[config.mk]
export PLATFORM = sky130hd
export DESIGN_NAME = psum_unpack
export DESIGN_NICKNAME = d
export VERILOG_FILES = /design/src/rtl/psum_pkg.sv /design/src/rtl/psum_lane_ext.sv /design/src/rtl/psum_unpack.sv
export SDC_FILE = /design/constraint.sdc
export NUM_CORES = 1
export LEC_CHECK = 0
export ABC_AREA = 1
export CORE_MARGIN = 2
export CORE_UTILIZATION = 44
export DETAILED_ROUTE_END_ITERATION = 12
export GPL_TIMING_DRIVEN = 0
export MAX_ROUTING_LAYER = met4
export PLACE_DENSITY = 0.8
export SLEW_MARGIN = 20
export SYNTH_ARGS = -nofsm -noshare
export SYNTH_HDL_FRONTEND = slang
export SYNTH_SLANG_ARGS = --single-unit
[constraint.sdc]
create_clock -name clk -period 2.3 [get_ports clk]
set_input_delay 0.46 -clock clk [delete_from_list [all_inputs] [get_ports clk]]
set_output_delay 0.46 -clock clk [all_outputs]
set_load 0.02 [all_outputs]
[src/rtl/psum_pkg.sv]
// psum_pkg: lane slot geometry and FSM state encoding shared by psum_unpack and its bench-facing helpers
package psum_pkg;
  localparam int SLOT_W = 24;
  localparam int LANE_W = 23;
  localparam int GUARD0 = 23;
  localparam int GUARD1 = 47;
  typedef enum logic [1:0] {EMPTY, HOLD16, HOLD8_L0, HOLD8_L1} state_t;
endpackage

[src/rtl/psum_lane_ext.sv]
// psum_lane_ext: sign-extends an IN_W-bit signed value to OUT_W bits
module psum_lane_ext #(
  parameter int IN_W  = 23,
  parameter int OUT_W = 48
) (
  input  logic [IN_W-1:0]  in_data,
  output logic [OUT_W-1:0] out_data
);
  assign out_data = OUT_W'($signed(in_data));
endmodule

[src/rtl/psum_unpack.sv]
// psum_unpack: unpacks 48-bit PE partial sums (16-bit word or two 8-bit lanes) onto a valid/ready stream; PSUM_UNPACK_OVF_EN adds guard-bit overflow flags
module psum_unpack
  import psum_pkg::*;
#(
  parameter int PE_OUT_WIDTH = 48,
  parameter int LANE_WIDTH   = LANE_W,
  parameter int OUT_WIDTH    = 48,
  parameter int CNT_WIDTH    = 16
) (
  input  logic                    clk,
  input  logic                    reset,
  input  logic                    in_valid,
  output logic                    in_ready,
  input  logic [PE_OUT_WIDTH-1:0] in_data,
  input  logic                    in_8bit,
  input  logic                    in_last,
  output logic                    out_valid,
  input  logic                    out_ready,
  output logic [OUT_WIDTH-1:0]    out_data,
  output logic                    out_lane,
  output logic                    out_last,
  output logic [CNT_WIDTH-1:0]    words_done
`ifdef PSUM_UNPACK_OVF_EN
  ,
  output logic                    out_ovf,
  output logic                    ovf_sticky
`endif
);
  state_t state, state_nx;
  logic [PE_OUT_WIDTH-1:0] held;
  logic held_last;
  logic fire, accept, drain;
  logic [OUT_WIDTH-1:0] ext16, ext_l0, ext_l1;
  assign drain     = state == HOLD16 || state == HOLD8_L1;
  assign out_valid = state != EMPTY;
  assign fire      = out_valid && out_ready;
  // ready tracks out_ready on the final beat so back-to-back words leave no bubble
  assign in_ready  = state == EMPTY || (fire && drain);
  assign accept    = in_valid && in_ready;
  always_comb begin
    state_nx = state;
    if (accept) state_nx = in_8bit ? HOLD8_L0 : HOLD16;
    else if (fire) state_nx = state == HOLD8_L0 ? HOLD8_L1 : EMPTY;
  end
  always_ff @(posedge clk or posedge reset) begin
    if (reset) begin
      state      <= EMPTY;
      held       <= '0;
      held_last  <= 1'b0;
      words_done <= '0;
    end else begin
      state <= state_nx;
      if (accept) begin
        held      <= in_data;
        held_last <= in_last;
      end
      if (fire && drain) words_done <= words_done + 1'b1;
    end
  end
  psum_lane_ext #(.IN_W(PE_OUT_WIDTH), .OUT_W(OUT_WIDTH)) u_ext16 (
    .in_data (held),
    .out_data(ext16)
  );
  psum_lane_ext #(.IN_W(LANE_WIDTH), .OUT_W(OUT_WIDTH)) u_ext_l0 (
    .in_data (held[LANE_WIDTH-1:0]),
    .out_data(ext_l0)
  );
  psum_lane_ext #(.IN_W(LANE_WIDTH), .OUT_W(OUT_WIDTH)) u_ext_l1 (
    .in_data (held[SLOT_W +: LANE_WIDTH]),
    .out_data(ext_l1)
  );
  assign out_data = state == HOLD16   ? ext16  :
                    state == HOLD8_L0 ? ext_l0 :
                    state == HOLD8_L1 ? ext_l1 : '0;
  assign out_lane = state == HOLD8_L1;
  assign out_last = held_last && drain;
`ifdef PSUM_UNPACK_OVF_EN
  assign out_ovf = (state == HOLD8_L0 && held[GUARD0]) || (state == HOLD8_L1 && held[GUARD1]);
  always_ff @(posedge clk or posedge reset) begin
    if (reset) ovf_sticky <= 1'b0;
    else if (fire && out_ovf) ovf_sticky <= 1'b1;
  end
`endif
endmodule

# ---- Word level (Yosys, flattened, before mapping)
# Cells that the tools add are included.
# W data, S select, Z words.
dict set report op_classes {
  n_addsub 1
  n_eq_ne 3
  n_mux 7
  n_reduce_logical 9
}
# op count
set ops {}
lappend ops {{$mux W48} 3}
lappend ops {{$add A16 B1 Y16 const B} 1}
lappend ops {{$mux W2} 4}
lappend ops {{$eq A2 B2 Y1 const B} 2}
lappend ops {{$logic_and A1 B1 Y1} 4}
lappend ops {{$reduce_bool A2 Y1} 2}
lappend ops {{$eq A2 B1 Y1 const B} 1}
lappend ops {{$logic_not A2 Y1} 1}
lappend ops {{$logic_or A1 B1 Y1} 2}
dict set report totals {
  reg_bits 67
  inputBits 54
}

# ---- Depth between registers and ports, before layout
# Gate-level depths: netlist (run 1).
dict set report depth {
  depth_word 6
  ltp_mapped 8
}

# ---- Modules after synthesis
# From an unflattened synthesis (run 1), not the netlist that was laid out.
dict set report unflattened {
  hier_cells 690
  area_unflattened_um2 4873.4
}
# module instances cells_each area_each_um2 seq_area_each_um2
set modules_own_cells {}
lappend modules_own_cells {psum_unpack 1 546 3792.4 1676.6}
lappend modules_own_cells {psum_lane_ext 3 48 360.3 0.0}

# ---- Worst setup path before layout (run 1)
# Ideal clock, no wire load.
dict set report synth_timing {
  kind {register to output}
  startpoint {register state[0]}
  endpoint {output port out_data[12]}
  arrival_ps 1325
  required_time_ps 1840
  slack_ps 515
  path_stages_with_launch 7
  path_buffers 2
  cell_sequence {dfrtp_1 buf_6 inv_2 nand2_4 nand2_1 buf_2 o22ai_1}
}
dict set report synth_between {
  elab_chain_cells 4
  elab_cells_between_ends 6
  cone_classes {3 x eq/ne; 3 x mux}
}
# item line_no
set synth_rtl {}
lappend synth_rtl {{start: declaration} psum_unpack.sv:29} ;# state_t state, state_nx;
lappend synth_rtl {{start signal: assignment} psum_unpack.sv:52} ;# state <= state_nx;
lappend synth_rtl {{$eq A2 B2 Y1} psum_unpack.sv:74} ;# state == HOLD8_L1 ? ext_l1 : '0;
lappend synth_rtl {{$mux W48} psum_unpack.sv:74}
lappend synth_rtl {{$mux W48} psum_unpack.sv:73} ;# state == HOLD8_L0 ? ext_l0 :
lappend synth_rtl {{$mux W48 *} psum_unpack.sv:72} ;# assign out_data = state == HOLD16 ? ext16 :
lappend synth_rtl {{end: declaration} psum_unpack.sv:19} ;# output logic [OUT_WIDTH-1:0] out_data,
# Mark *: on every way between the ends. The rest lies on a longest branch, timed or not.

# ---- Worst setup path after layout (run 1)
dict set report layout_timing {
  startpoint {register state[1]}
  endpoint {output port out_data[26]}
}
# Same word-level chain as after synthesis.

==> impl_results.md, run 1 <==
- Outcome: finished clean
- Detail Route Antenna Nets: 0
- Setup Viol. Count Final: 0
- Leakage: 2.30 nW
- Vias: 3188
- Total Wirelength: 9.08 mm
- CTS sink cnt: 67
- Final period util: 0.958
- Syn Inst Count: 401
- Fill cell count: 667
- CTS max path bufs: 2
- Slowest cell on the critical path: dfrtp_1
- GRT Total Usage: 0.237
- Overflow after GRT: 0
- Later-pin clock latency in the skew report: 0.32 ns
- Die ar.: 8120 um^2
- Share of layout cells above drive strength 1: 0.158
- Setup crit end kind: output pin
- Post-CTS Setup Inserts: 0
- Max stage delay on crit path: 0.40 ns
- Site Rows: 31
- Antenna violations before repair: 0
- Fin. max-slew vios: 0
- I/O pin count: 122
- CTS buffer count: 9
- Switching share of power: 0.474
- Min Tclk post-route: 2.20 ns
- Drt pass-1 iters: 4
- Register area: 1680 um^2
- DRC: 0
- # Max-Cap Violations: 0
- RSZ-0062 raised after global routing: false
- Die height: 90.1 um
- Flops & latches, synth: 67
- Reg power frac: 0.273
- Pwr Density: 1450 nW/um^2
- Core Util, Final: 0.644
- CTS Root Cell: clkbuf_8
- Nets@finish: 589
- Syn. warnings: 0
- Combinational Power Share: 0.590
- Total power: 0.00676 W
- Cell Chain, Critical Path: inv_2 > nand2_1 > clkbuf_2 > o21ai_0 > clkdlybuf4s15_2
- Vias per cell: 5.00
- Register area share after synthesis: 0.514
- Int Pwr: 0.00356 W
- Area contributors post-synth: dfrtp_1 51%, nand2_1 12%, o21ai_0 10%, inv_1 7.4%, o22ai_1 3.3%
- Clock skew: 0.00676 ns
- Largest net degree at the start of global routing: 39
- Avg WL per Cell: 14.2 um
- Core Area: 7210 um^2
- HP Class: reg2reg
- Post-route cell area: 4640 um^2
- Synth cell types: 27
- H-tree levels: 3
- Number of I/O port buffers: 121
- CP required: 1.84 ns
- Slew at the pin closest to its max-slew limit: 0.415 ns
- Clock Power Share: 0.137
- Post-Syn Nets: 456
- Crit path kind: reg2out
- Area of the multi-input gates: 1210 um^2
- Critical Path Fanout Max: 10
- ANT cells: 0
- Switch Pwr: 0.00320 W
- Worst vdd ir: 0.876 mV
- Area Overhead vs Synth: 42.3%
- Share of the synthesized area in the top cell type: 0.514
- Post-DP Area: 4620 um^2
- Chip width: 90.1 um
- Biggest area consumer among synthesized cells: dfrtp_1
- Endpoints failing hold: 0
- Dpl hpwl: 6.74 mm
- First-pass GRT wire length: 15.0 mm
- Drt first-iter violations: 217
- Clk pin slew, worst setup/hold paths: 0.07 ns
- Vias in the first global route: 3236
- Starting Density: 0.452
- GPL Wtd Cong: 0.896
- Syn avg cell area: 8.14 um^2
- Synth Cell Area: 3260 um^2
- CP arrival: 1.74 ns
- Rel. slew slack: 0.721
- Startpoint Class: flip-flop
- Achievable Freq: 454 MHz
- TritonCTS clock tree: yes
## power by group through the flow
stage	Combinational, W	Clock [W]	Sequential, W
after floorplan	0.00242	0	0.00188
after global placement	0.00445	0	0.00185
final	0.00399	0.000923	0.00185
after detailed placement	0.00451	0	0.00186
after CTS	0.00421	0.000946	0.00185
after global routing	0.00435	0.000990	0.00190
## registers in the layout, indices dropped and copies added (netlist names)
register	cells
held_last	1
state	2
held	48
words_done	16
## path summary, 6_finish.rpt
check | start | endpoint | cells after the start | slack [ns]
max | state[1] | out_data[26] | 5 | 0.1
max in group asynchronous | reset | held_last | 3 | 1.29
min | held_last | held_last | 2 | 0.47
min in group asynchronous | reset | held[42] | 2 | 0.48
min reg2reg | held_last | held_last | 2 | 0.47
max reg2reg | state[0] | held[19] | 7 | 0.86
## synth_stat cells (all sizes together)
| cell type | instances |
|---|---|
| dfrtp | 67 |
| clkbuf | 4 |
| o211ai | 1 |
| inv | 65 |
| a21oi | 1 |
| xor2 | 4 |
| nand2 | 110 |
| o21bai | 1 |
| nand3 | 14 |
| xnor2 | 4 |
| buf | 15 |
| nand4 | 2 |
| o21ai | 77 |
| nor3 | 2 |
| nand3b | 2 |
| o22ai | 17 |
| ha | 1 |
| nor2 | 14 |
## cell usage in the layout (no fill, tap or decap), types with 2 or more instances in the layout
cell             netlist  layout
clkdlybuf4s50_1        0      72
nand3b_1               2       2
buf_4                  3       8
nand3_1               14      14
nand2_4                2       3
nor2_1                13      13
xor2_1                 4       4
clkbuf_1               3       2
buf_2                  4       9
o22ai_1               17      17
inv_2                  1       3
xnor2_1                4       4
nand4_1                2       2
dfrtp_1               67      67
o21ai_1                9      13
o21ai_0               68      64
nand2_1              108     107
clkbuf_2               1      33
clkbuf_8               0      14
inv_1                 64      61
buf_6                  7       8
dlygate4sd2_1          0       8
## worst max-delay path, delay by kind of cell (launching register included)
kind	cells	cell delay, ns
DFF	1	0.40
AOI/OAI and AO/OA	1	0.19
buffers and inverters	3	0.66
and+or+nand+nor	1	0.17
## metal layers
metal / GRT usage / vias to the layer above / share of wire
met5: - / - / 0
met3: 0.0469 / 6 / 0.072
met1: 0.295 / 1517 / 0.41
met2: 0.388 / 122 / 0.51
li1: - / 1543 / -
met4: 0.0833 / 0 / 0.0080
## final cells by class
cell class	count	area share
plain buffers	19	0.0369
clock buffers	15	0.0402
clock inverters	1	0.00108
inverters	65	0.0531
multi-input cells	250	0.260
flip-flops and latches	67	0.361
well taps	99	0.0267
repair buffers	122	0.221
## logic make-up after synthesis
logic type      synth area share
simple gates               0.183
compound gates             0.160
fa+ha+maj                0.00383
xor+xnor                  0.0215
buf+inv                    0.118
flops                      0.514
## per-stage QoR
stage	hold WS [ns]	setup slack [ns]	setup TNS, ns	std cells
after floorplan	0.442	0.157	0	401
after global placement	0.457	-0.952	-68.00	621
after detailed placement	0.460	-0.212	-4.33	622
after CTS	0.477	-0.0762	-1.14	638
after global routing	0.507	0.000796	0	638
final	0.475	0.0976	0	638
## what timing repair did
item,in CTS,in global routing
gates resized for setup,104,81
hold buffers,0,0
setup endpoints to repair,49,42
hold endpoints to repair,0,0
(Power assumes the default switching activity.)
==> inputs of run 2 (changes only) <==
--- a/config.mk
+++ b/config.mk
@@ -6,6 +6,7 @@
 export NUM_CORES = 1
 export LEC_CHECK = 0
 export ABC_AREA = 1
+export CAP_MARGIN = 25
 export CORE_MARGIN = 2
 export CORE_UTILIZATION = 44
 export DETAILED_ROUTE_END_ITERATION = 12
==> results of run 2 <==
Final layout, timing and power as in run 1 (identical DEF).
==> inputs of run 3 (changes only) <==
--- a/config.mk
+++ b/config.mk
@@ -7,7 +7,7 @@
 export LEC_CHECK = 0
 export ABC_AREA = 1
 export CAP_MARGIN = 25
-export CORE_MARGIN = 2
+export CORE_MARGIN = 1
 export CORE_UTILIZATION = 44
 export DETAILED_ROUTE_END_ITERATION = 12
 export GPL_TIMING_DRIVEN = 0
==> run 3 against run 2 <==
  * Register-to-register slack is essentially flat
  * Critical path type unchanged
  * Setup slack is essentially flat
  * Non-clock buffer count is the same
  * Wire length shrank 1.8%
  * Worst hold slack lost 0.051 ns
==> impl_results.md, run 3 (same netlist as run 1, synthesis figures left out) <==
- Outcome: finished clean
- RSZ-0062 raised after global routing: false
- Setup WS pre-CTS: -0.237 ns (-0.0249 ns)
- Post-CTS Setup Inserts: 0 (unchanged)
- Final period util: 0.958 (about the same)
- Drt pass-1 iters: 4 (unchanged)
- First-pass GRT wire length: 14.8 mm (-2.0%)
- Largest register FFs: 48 (unchanged)
- R2r startpoint: state[0]
- # Max-Cap Violations: 0 (unchanged)
- Total Wirelength: 8.91 mm (-1.8%)
- Overflow after GRT: 0 (unchanged)
- CTS max path bufs: 2 (unchanged)
- TritonCTS clock tree: yes
- CP required: 1.84 ns (about the same)
- Dpl hpwl: 6.56 mm (-2.8%)
- CTS Root Cell: clkbuf_8
- Vias: 3116 (-2.3%)
- Setup WS post-layout: 0.0971 ns (-0.000464 ns)
- Post-CTS sizing: 107 (+2.9%)
- Pwr Density: 1430 nW/um^2 (-1.4%)
- Area Overhead vs Synth: 41.3%
- Leakage: 2.30 nW (about the same)
- Vias in the first global route: 3071 (-5.1%)
- Nets@finish: 589 (unchanged)
- Later-pin clock latency in the skew report: 0.33 ns (about the same)
- Clk pin slew, worst setup/hold paths: 0.07 ns (about the same)
- HP Class: in2async
- Slew at the pin closest to its max-slew limit: 0.379 ns (-0.0364 ns)
- Die ar.: 7760 um^2 (-4.4%)
- Vias per cell: 4.90 (-2.0%)
- Drt first-iter violations: 97 (-55%)
- Min Tclk post-route: 2.20 ns (+0.000464 ns)
- Clock skew: 0.00673 ns (-0.0000260 ns)
- Rel. slew slack: 0.746 (+0.0245)
- Commonest cells after routing, fill and taps aside: 107 x nand2_1, 71 x clkdlybuf4s50_1, 67 x o21ai_0, 67 x dfrtp_1, 61 x inv_1
- Post-DP Area: 4630 um^2 (+0.16%)
- Startpoint Class: flip-flop
- Setup Viol. Count Final: 0 (unchanged)
- Critical Path Fanout Max: 10 (unchanged)
- Post-route cell area: 4610 um^2 (-0.73%)
- Share of layout cells above drive strength 1: 0.160 (+0.00245)
- CTS sink cnt: 67 (unchanged)
- Number of I/O port buffers: 121 (unchanged)
- H-tree levels: 3 (unchanged)
- Endpoints failing hold: 0 (unchanged)
- CP Launch Point: state[1]
- Largest net degree at the start of global routing: 54 (+38%)
- Setup crit end kind: output pin
- Achievable Freq: 454 MHz (about the same)
- CTS buffer count: 9 (unchanged)
- GPL Wtd Cong: 0.831 (-7.3%)
- Total power: 0.00661 W (-2.2%)
- Hold buffer count at cts: 0 (unchanged)
- Starting Density: 0.452 (unchanged)
- I/O pin count: 122 (unchanged)
- Top reg by flops: held
- Site Rows: 31 (unchanged)
- DRC: 0 (unchanged)
- GRT Total Usage: 0.261 (+0.0241)
- Fill cell count: 666 (-0.15%)
- Die height: 88.1 um (-2.2%)
- Core Area: 7210 um^2 (unchanged)
- Fin. max-slew vios: 0 (unchanged)
- Avg WL per Cell: 14.0 um (-1.5%)
- Crit path kind: reg2out
- Smallest hold slack: 0.424 ns (-0.0508 ns)
- Chip width: 88.1 um (-2.2%)
- Worst vdd ir: 0.835 mV (-4.7%)
- Top Registers: held: 48 flops, words_done: 16 flops, state: 2 flops
- Antenna violations before repair: 0 (unchanged)
- ANT cells: 0 (unchanged)
- CP arrival: 1.74 ns (about the same)
- Detail Route Antenna Nets: 0 (unchanged)
- Leading cell type in the layout, fill and taps excluded: nand2_1
run 3: cell types whose count changed in the layout (fill, tap and decap cells not counted), moves of 3 or more:
cell / delta
buf_2: +14
clkbuf_2: -14
clkbuf_8: -5
clkinv_2: +3
o21ai_0: +3
o21ai_1: -4
run 3: final timing paths:
check	depth (start not counted)	endpoint	slack, ns
max	5	out_data[26]	0.1
min	2	held[41]	0.42
min in group clk	2	held[1]	0.48
min reg2reg	2	held[1]	0.48
max reg2reg	7	held[37]	0.86
max in group asynchronous	3	state[0]	1.35
run 3: cell type report:
class	count	area, um^2	area share
clock inverter	4	20.0	0.00434
sequential	67	1680	0.364
multi-input combinational	250	1210	0.263
buffer	19	169	0.0366
clock buffer	10	128	0.0277
inverter	65	246	0.0535
timing repair buffer	122	1030	0.224
tap	99	124	0.0269
run 3: worst max-delay path: stages (launching register included):
cell	delay, ns
dfrtp_1	0.41
inv_2	0.11
nand2_1	0.16
buf_2	0.22
o21ai_0	0.20
clkdlybuf4s15_2	0.31
run 3: stage by stage:
stage	TNS, ns	cells	utilization
final	0	636	0.639
after floorplan	0	401	-
after CTS	-0.223	636	0.663
after detailed placement	-4.59	622	0.642
after global routing	0	636	0.639
after global placement	-66.68	621	0.637
run 3: report_power, final:
group	total (W)	internal (W)	switching [W]
clock	0.000782	0.000371	0.000411
sequential	0.00186	0.00165	0.000201
combinational	0.00397	0.00140	0.00257
total	0.00661	0.00342	0.00319
run 3: per-layer routing:
metal | routed length (um) | share of wire | global-route usage | up-vias
met5 | 0 | 0 | - | -
met4 | 72 | 0.0081 | 0.0748 | 0
met3 | 559 | 0.063 | 0.0547 | 6
met2 | 4420 | 0.50 | 0.418 | 106
met1 | 3860 | 0.43 | 0.336 | 1464
li1 | - | - | - | 1540
